==> src/rtl/ship_motion_ctrl.sv <==
// ship_motion_ctrl: per-frame horizontal ship motion with boundary clamp, fire cooldown and shot launch.
// Define SHIP_INERTIA_EN for accelerating/braking motion; by default velocity jumps straight to its target.
module ship_motion_ctrl #(
    parameter int INITIAL_X      = 280,
    parameter int INITIAL_Y      = 400,
    parameter int LEFT_BOUNDARY  = 5,
    parameter int RIGHT_BOUNDARY = 570,
    parameter int FP_SHIFT       = 6,
    parameter int MAX_SPEED      = 256,
    parameter int ACCEL          = 32,
    parameter int FIRE_COOLDOWN  = 15,
    parameter int SHIP_WIDTH     = 64
) (
    input  logic               clk,
    input  logic               resetN,
    input  logic               startOfFrame,
    input  logic               gameActive,
    input  logic               RightMove,
    input  logic               LeftMove,
    input  logic               FireReq,
    output logic signed [10:0] topLeftX,
    output logic signed [10:0] topLeftY,
    output logic signed [10:0] velocityX,
    output logic               shotPulse,
    output logic signed [10:0] shotX,
    output logic [1:0]         moveState
);
    typedef enum logic [1:0] {IDLE = 2'd0, MOVE_R = 2'd1, MOVE_L = 2'd2, BRAKE = 2'd3} state_t;

    localparam int CW = FIRE_COOLDOWN > 0 ? $clog2(FIRE_COOLDOWN + 1) : 1;
    localparam logic [CW-1:0] CD_LOAD = CW'(FIRE_COOLDOWN);
    localparam logic signed [31:0] X_RST = 32'(INITIAL_X) <<< FP_SHIFT;
    localparam logic signed [31:0] X_MIN = 32'(LEFT_BOUNDARY) <<< FP_SHIFT;
    localparam logic signed [31:0] X_MAX = 32'(RIGHT_BOUNDARY) <<< FP_SHIFT;
    localparam logic signed [31:0] V_MAX = 32'(MAX_SPEED);
`ifdef SHIP_INERTIA_EN
    localparam logic signed [31:0] V_ACC = 32'(ACCEL);
`endif

    logic signed [31:0] x_q, x_d, vel_w, vel_n, pos_n;
    logic signed [10:0] vel_q, vel_d, shotx_q, shotx_d;
    logic [CW-1:0]      cd_q, cd_d;
    logic               shot_q, shot_d, upd, right_only, left_only;
    state_t             state_q, state_d, state_n;

    assign upd        = startOfFrame & gameActive;
    assign right_only = RightMove & ~LeftMove;
    assign left_only  = LeftMove & ~RightMove;
    assign vel_w      = 32'(vel_q);

    always_comb begin
        vel_n   = '0;
        state_n = IDLE;
`ifdef SHIP_INERTIA_EN
        if (right_only) begin
            vel_n   = (vel_w + V_ACC > V_MAX) ? V_MAX : vel_w + V_ACC;
            state_n = MOVE_R;
        end else if (left_only) begin
            vel_n   = (vel_w - V_ACC < -V_MAX) ? -V_MAX : vel_w - V_ACC;
            state_n = MOVE_L;
        end else begin
            // brake toward zero, landing exactly on zero rather than crossing it
            vel_n   = vel_w > V_ACC ? vel_w - V_ACC : vel_w < -V_ACC ? vel_w + V_ACC : '0;
            state_n = vel_n != '0 ? BRAKE : IDLE;
        end
`else
        vel_n   = right_only ? V_MAX : left_only ? -V_MAX : '0;
        state_n = right_only ? MOVE_R : left_only ? MOVE_L : IDLE;
`endif
    end

    always_comb begin
        pos_n   = x_q + vel_n;
        x_d     = x_q;
        vel_d   = vel_q;
        state_d = state_q;
        cd_d    = cd_q;
        shot_d  = 1'b0;
        shotx_d = shotx_q;
        if (upd) begin
            x_d     = pos_n;
            vel_d   = 11'(vel_n);
            state_d = state_n;
            if (pos_n < X_MIN || pos_n > X_MAX) begin
                x_d     = pos_n < X_MIN ? X_MIN : X_MAX;
                vel_d   = '0;
                state_d = IDLE;
            end
            // shot origin uses the position before this frame's move
            if (FireReq && cd_q == '0) begin
                shot_d  = 1'b1;
                shotx_d = topLeftX + 11'(SHIP_WIDTH / 2);
                cd_d    = CD_LOAD;
            end else if (cd_q != '0) begin
                cd_d = cd_q - CW'(1);
            end
        end
    end

    always_ff @(posedge clk or negedge resetN) begin
        if (!resetN) begin
            x_q     <= X_RST;
            vel_q   <= '0;
            state_q <= IDLE;
            cd_q    <= '0;
            shot_q  <= 1'b0;
            shotx_q <= '0;
        end else begin
            x_q     <= x_d;
            vel_q   <= vel_d;
            state_q <= state_d;
            cd_q    <= cd_d;
            shot_q  <= shot_d;
            shotx_q <= shotx_d;
        end
    end

    assign topLeftX  = x_q[FP_SHIFT +: 11];
    assign topLeftY  = 11'(INITIAL_Y);
    assign velocityX = vel_q;
    assign shotPulse = shot_q;
    assign shotX     = shotx_q;
    assign moveState = state_q;
endmodule

==> config.mk <==
export PLATFORM = sky130hd
export DESIGN_NAME = ship_motion_ctrl
export DESIGN_NICKNAME = d
export VERILOG_FILES = /design/src/rtl/ship_motion_ctrl.sv
export SDC_FILE = /design/constraint.sdc
export NUM_CORES = 1
export LEC_CHECK = 0
export ABC_AREA = 1
export CAP_MARGIN = 20
export CORE_MARGIN = 2
export CORE_UTILIZATION = 53
export CTS_BUF_LIST = sky130_fd_sc_hd__clkbuf_8
export CTS_CLUSTER_DIAMETER = 50
export DETAILED_ROUTE_END_ITERATION = 12
export PLACE_DENSITY_LB_ADDON = 0.1
export SYNTH_ARGS = -nofsm -noshare
export SYNTH_HDL_FRONTEND = slang
export SYNTH_SLANG_ARGS = --single-unit
==> constraint.sdc <==
create_clock -name clk -period 2.3 [get_ports clk]
set_input_delay 0.23 -clock clk [delete_from_list [all_inputs] [get_ports clk]]
set_output_delay 0.23 -clock clk [all_outputs]
set_load 0.005 [all_outputs]
* Word-level counts from Yosys, hierarchy flattened
Cells that the tools add are included.
Widths: inputs -> output; s select.
** Cells by class
- $lt $le $gt $ge :: 2
- Multiplexer cells :: 12
- Reductions and logical operators :: 7
- Add/sub/neg operators :: 3
- Bitwise operators :: 5
** Operators with widths (number)
- $mux 32 :: 3
- $add 32x32->32 :: 1
- $gt 32x17->1 const B :: 1
- $lt 32x10->1 const B :: 1
- $mux 16 :: 1
- $add 11x7->11 const B :: 1
- $mux 11 :: 1
- $mux 4 :: 2
- $mux 2 :: 3
- $logic_not 4->1 :: 1
- $reduce_and 2->1 :: 2
- $reduce_bool 4->1 :: 1
- $sub 4x1->4 const B :: 1
- $and 1x1->1 :: 3
- $mux 1 :: 2
- $not 1->1 :: 2
- $reduce_bool 2->1 :: 1
- $logic_and 1x1->1 :: 1
- $logic_or 1x1->1 :: 1
** Storage, ports and cells
- Output and inout port bits :: 47
- Input port bits :: 7
- Logic and storage cells :: 35
- Register bits :: 61

* Longest topological paths before layout
- Word-level depth :: 8
- Depth in mapped cells :: 25
- Depth with buffers taken out :: 24

* Worst setup path before layout
OpenSTA, ideal clock, no wires.
- Kind :: input port to flip-flop
- Start point :: input RightMove
- End point :: register x_q[7]
- Arrival time :: 2.463 ns
- Stages :: 25
- Library setup time :: 0.113 ns
- Path buffers :: 2
- Data required time :: 2.187 ns
- Setup slack :: -0.276 ns
- Path through :: inv_1 > ha_1 > buf_6 > buf_8 > nor2_2 > nor2_4 > ha_1 > inv_1 > nand2_1 > nand3_1 > nand2_2 > nand2_1 > nand2_2 > nand2_1 > nand2_1 > nand2_1 > nand2_1 > nor2_1 > nand2_1 > nor2_4 > nand4_4 > nand2_1 > nand2_1 > nand2_1 > inv_1
** On the way
- Word-level cells in the longest chain between the ends :: 8
- Elaborated cells between the ends (all ways) :: 11
- Classes of those cells :: 1 x add/sub; 2 x order compare; 4 x mux; 3 x bitwise; 1 x reduce/logical
** Ends and longest elaborated chain
- start, declared :: RTL line 18 : input logic RightMove,
- $not 1->1 :: RTL line 48 : assign left_only = LeftMove & ~RightMove;
- $and 1x1->1 :: RTL line 48
- $mux 32 :: RTL line 67 : vel_n = right_only ? V_MAX : left_only ? -V_MAX : '0;
- $mux 32 * :: RTL line 67
- $add 32x32->32 * :: RTL line 73 : pos_n = x_q + vel_n;
- $lt 32x10->1 / $gt 32x17->1 (equally long branches) :: RTL line 84, 85
- $mux 16 / $logic_or 1x1->1 (equally long branches) :: RTL line 85, 84
- $mux 32 * :: RTL line 84 : if (pos_n < X_MIN || pos_n > X_MAX) begin
- end signal, assigned :: RTL line 102 : x_q <= X_RST;
- end signal, assigned :: RTL line 109 : x_q <= x_d;
- end, declared :: RTL line 40 : logic signed [31:0] x_q, x_d, vel_w, vel_n, pos_n;
Every way passes the cells marked *; elsewhere a longest branch is shown, timed or not.
A chain may end at the register's enable or synchronous reset.

* Final worst setup path
- Start point :: register x_q[9]
- End point :: register state_q[0] (netlist: moveState[0])
** On the way
- Word-level cells in the longest chain between the ends :: 4
- Elaborated cells between the ends (all ways) :: 5
- Classes of those cells :: 1 x add/sub; 2 x order compare; 1 x mux; 1 x reduce/logical
** Ends and longest elaborated chain
- $add 32x32->32 * :: RTL line 73
- $lt 32x10->1 / $gt 32x17->1 (equally long branches) :: RTL line 84
- $logic_or 1x1->1 * :: RTL line 84
- $mux 2 * :: RTL line 84
- end signal, assigned :: RTL line 111 : state_q <= state_d;
- end, declared :: RTL line 44 : state_t state_q, state_d, state_n;
Marked as above.

==> impl_summary.log <==
INFO  metric hold_class = input pin to async pin
INFO  metric finalClockSkew = 0.00669 ns
INFO  metric synthesis.area_per_instance = 5.91 um2
INFO  metric timing.fmax = 394 MHz
INFO  metric tritoncts_num_sinks = 45
INFO  metric yosys_warnings = 0
INFO  metric ff_latch_area = 0.00113 mm2
INFO  metric hold_viol_final = 0
INFO  metric worst_setup_path_startpoint = x_q[9]$_DFFE_PN1P_
INFO  metric cts_tree = yes
INFO  metric max_slew.worst_pin.slew = 0.551 ns
INFO  metric core_footprint = 0.00781 mm2
INFO  metric max_cap_violations = 0
INFO  metric power_per_cell_area = 452 mW/mm2
INFO  metric timing.slew.headroom = 0.630
INFO  metric drt.antenna.violating_nets = 0
INFO  metric smallest_hold_slack = 0.297 ns
INFO  metric nNetsFinal = 855
INFO  metric rsz_0062_raised_after_global_routing = yes
INFO  metric timing.final.crit_share = 1.10
INFO  metric initial_antenna_violation_count = 0
INFO  metric kind_of_capture_point_of_the_worst_setup_path = flip-flop
INFO  metric rr_startpoint = x_q[9]$_DFFE_PN1P_
INFO  metric critical_path.startpoint_type = flip-flop
INFO  metric htreeDepth = 2
INFO  metric synth_area = 0.00429 mm2
INFO  metric finalPower = 0.00251 W
INFO  metric drt_pre_antenna_iters = 5
INFO  metric timing_worst_setup_path_type = flip-flop to flip-flop
INFO  metric grt_max_degree = 28
INFO  metric io_buffers = 34
INFO  metric irDropWorstVdd = 0.000532 V
INFO  metric final_cell_mix = nand2_1, buf_4, inv_1, nor2_1, dfrtp_1
INFO  metric ordered_cell_list_for_the_critical_path = buf_4, nand3_1, nand2_1, inv_1, nand2_1, nand2_1, nand2_4, nand2_1, nand3_1, nand2_1, nor2_1, nand2_1, nor2_4, nand4_4, buf_4, nand4_1, nand2_1
INFO  metric rd_place_congestion = 1.00
INFO  metric failing_checks = negative setup slack
INFO  metric num_vias = 4,793
INFO  metric initial_core_util = 0.550
INFO  metric share_of_layout_cells_above_drive_strength_1 = 0.233
INFO  metric num_antenna_cells = 0
INFO  metric outcome = finished, violations left
INFO  metric drc = 0
INFO  metric postSynthCellCount = 727
INFO  metric design.die.area = 0.00884 mm2
INFO  metric crit_top_cell = nand2_1
INFO  metric first_global_vias = 4,581
INFO  metric worst-endpoint-required = 2.51 ns
INFO  metric final_critical_path_setup_slack = -0.241 ns
INFO  metric yosys_register_bits = 45
INFO  metric grt_pass1_wl = 21.4 mm
INFO  metric dp_hpwl = 10.1 mm
INFO  metric timing.critical_path.fanout_max = 7
INFO  metric cp_slowest_stage_delay = 0.58 ns
INFO  metric insertion_delay = 0.31 ns
INFO  metric fillerInstances = 701
INFO  metric clock_tree.root_cell = clkbuf_8
INFO  metric arrival = 2.75 ns
INFO  metric layout-area-overhead-vs-synth = 29.5%
INFO  metric die_w = 94.0 um
INFO  metric power.static_leakage = 3.07 nW
INFO  metric finalMaxSlewViolations = 0
INFO  metric post-route-min-period = 2.54 ns
INFO  metric clkSlewWorstSetupHoldPaths = 0.10 ns
INFO  metric die_h = 94.0 um
INFO  metric post_drt_via_cell_ratio = 5.08
INFO  metric clockBufferDepth = 2
INFO  metric finalSetupViolations = 13
INFO  metric routed_wl = 12.9 mm
INFO  metric post-route-util = 0.712
INFO  metric cts-buffers-inserted = 5
INFO  metric postLayoutCellArea = 0.00556 mm2
INFO  metric rows = 32
INFO  metric crit_path_top_delay_cell = dfstp_2
INFO  metric mostFrequentLayoutCell = nand2_1
INFO  metric grt.overflow.total = 0
INFO  metric grtUsageTotal = 0.306
INFO  metric multi_input_comb_area = 0.00268 mm2
INFO  metric synth.lib_cells_used.distinct = 32
INFO  metric average_wire_per_standard_cell = 13.7 um
INFO  metric ys_seq_area_frac = 0.263
INFO  metric ff2ff_setup_slack = -0.24 ns
INFO  metric first_iter_violations = 348
INFO  metric place_area = 0.00526 mm2
INFO  metric pin_count = 54
INFO  metric place_worst_setup_slack = -0.975 ns
area by class of cell:
| type | count | area share |
|---|---|---|
| timing repair buffer | 136 | 0.206 |
| tap | 102 | 0.0230 |
| clock inverter | 3 | 0.00315 |
| multi-input combinational | 554 | 0.482 |
| clock buffer | 5 | 0.0124 |
| inverter | 98 | 0.0707 |
| sequential | 45 | 0.203 |
per-layer routing:
| layer | routed length, um | global-route usage | vias up |
|---|---|---|---|
| met3 | 638 | 0.0361 | 26 |
| li1 | - | - | 2395 |
| met5 | 0 | 0 | - |
| met2 | 6090 | 0.526 | 152 |
| met4 | 268 | 0.0725 | 0 |
| met1 | 5940 | 0.411 | 2220 |
state kept, by name, indices dropped and copies added (netlist names):
name and flops:
cd_q 4, moveState 1, shotPulse 1, shotX 11, velocityX 2, x_q 26
kinds of logic (layout without fill, tap and decap cells):
logic type                 Yosys count  count (layout)  share of synthesized area
AOI/OAI and AO/OA                   46              46                     0.0565
DFF                                 45              45                      0.263
buffers and inverters              145             242                      0.170
xor gates and xnor gates            11              11                     0.0224
adders and majority gates            8               8                     0.0233
other                                2              19                    0.00175
and+or+nand+nor                    470             470                      0.463
worst max-delay path: cells and delay by family (launching register included):
| family | cells | cell delay (ns) |
|---|---|---|
| buffers and inverters | 3 | 0.40 |
| DFF | 1 | 0.58 |
| and+or+nand+nor | 14 | 1.48 |
cells in the mapped netlist:
master	number	area share
nand4_4	1	0.0050
xnor2_1	2	0.0041
o21ai_0	15	0.017
nor2_2	16	0.023
nor3_1	4	0.0047
nand2_1	286	0.25
xor2_1	9	0.018
buf_4	33	0.058
nor4_1	2	0.0029
o21bai_1	3	0.0052
dfstp_2	3	0.018
inv_2	6	0.0052
ha_1	8	0.023
inv_6	1	0.0020
o211ai_1	1	0.0017
buf_2	4	0.0047
clkinv_2	1	0.0012
nor2_4	4	0.010
buf_6	5	0.013
nand4_1	13	0.019
a21oi_1	26	0.030
clkbuf_1	4	0.0035
conb_1	2	0.0017
dfrtp_1	42	0.24
buf_8	1	0.0035
nand2_2	15	0.022
o31ai_1	1	0.0017
nand3_1	39	0.045
clkinv_1	1	0.00087
inv_1	89	0.078
nor2_1	89	0.078
nand4_2	1	0.0029
power breakdown:
part,internal (W),total [W],switching [W]
logic,0.000478,0.000984,0.000505
registers,0.000910,0.000993,0.0000837
clock network,0.000214,0.000538,0.000324
final timing paths:
kind | end | cells after the start
max | moveState[0]$_DFFE_PN0P_ | 17
min | shotX[9]$_DFFE_PN0P_ | 2
max reg2reg | moveState[0]$_DFFE_PN0P_ | 17
min reg2reg | shotX[3]$_DFFE_PN0P_ | 2
max in group asynchronous | x_q[9]$_DFFE_PN1P_ | 3
min in group clk | shotX[3]$_DFFE_PN0P_ | 2
what timing repair did:
action	4_1_cts	5_1_grt
setup buffers	4	2
pin swaps	19	15
gates resized for setup	29	19
hold buffers	1	0
hold endpoints to repair	7	0
endpoints found under the setup margin	13	13
metrics by stage:
step / setup TNS [ns] / instances
after global placement: -11.08 / 928
after CTS: -2.51 / 941
after global routing: -4.79 / 943
final: -2.44 / 943
after detailed placement: -11.77 / 928
after floorplan: -0.114 / 744
(Power assumes the default switching activity.)
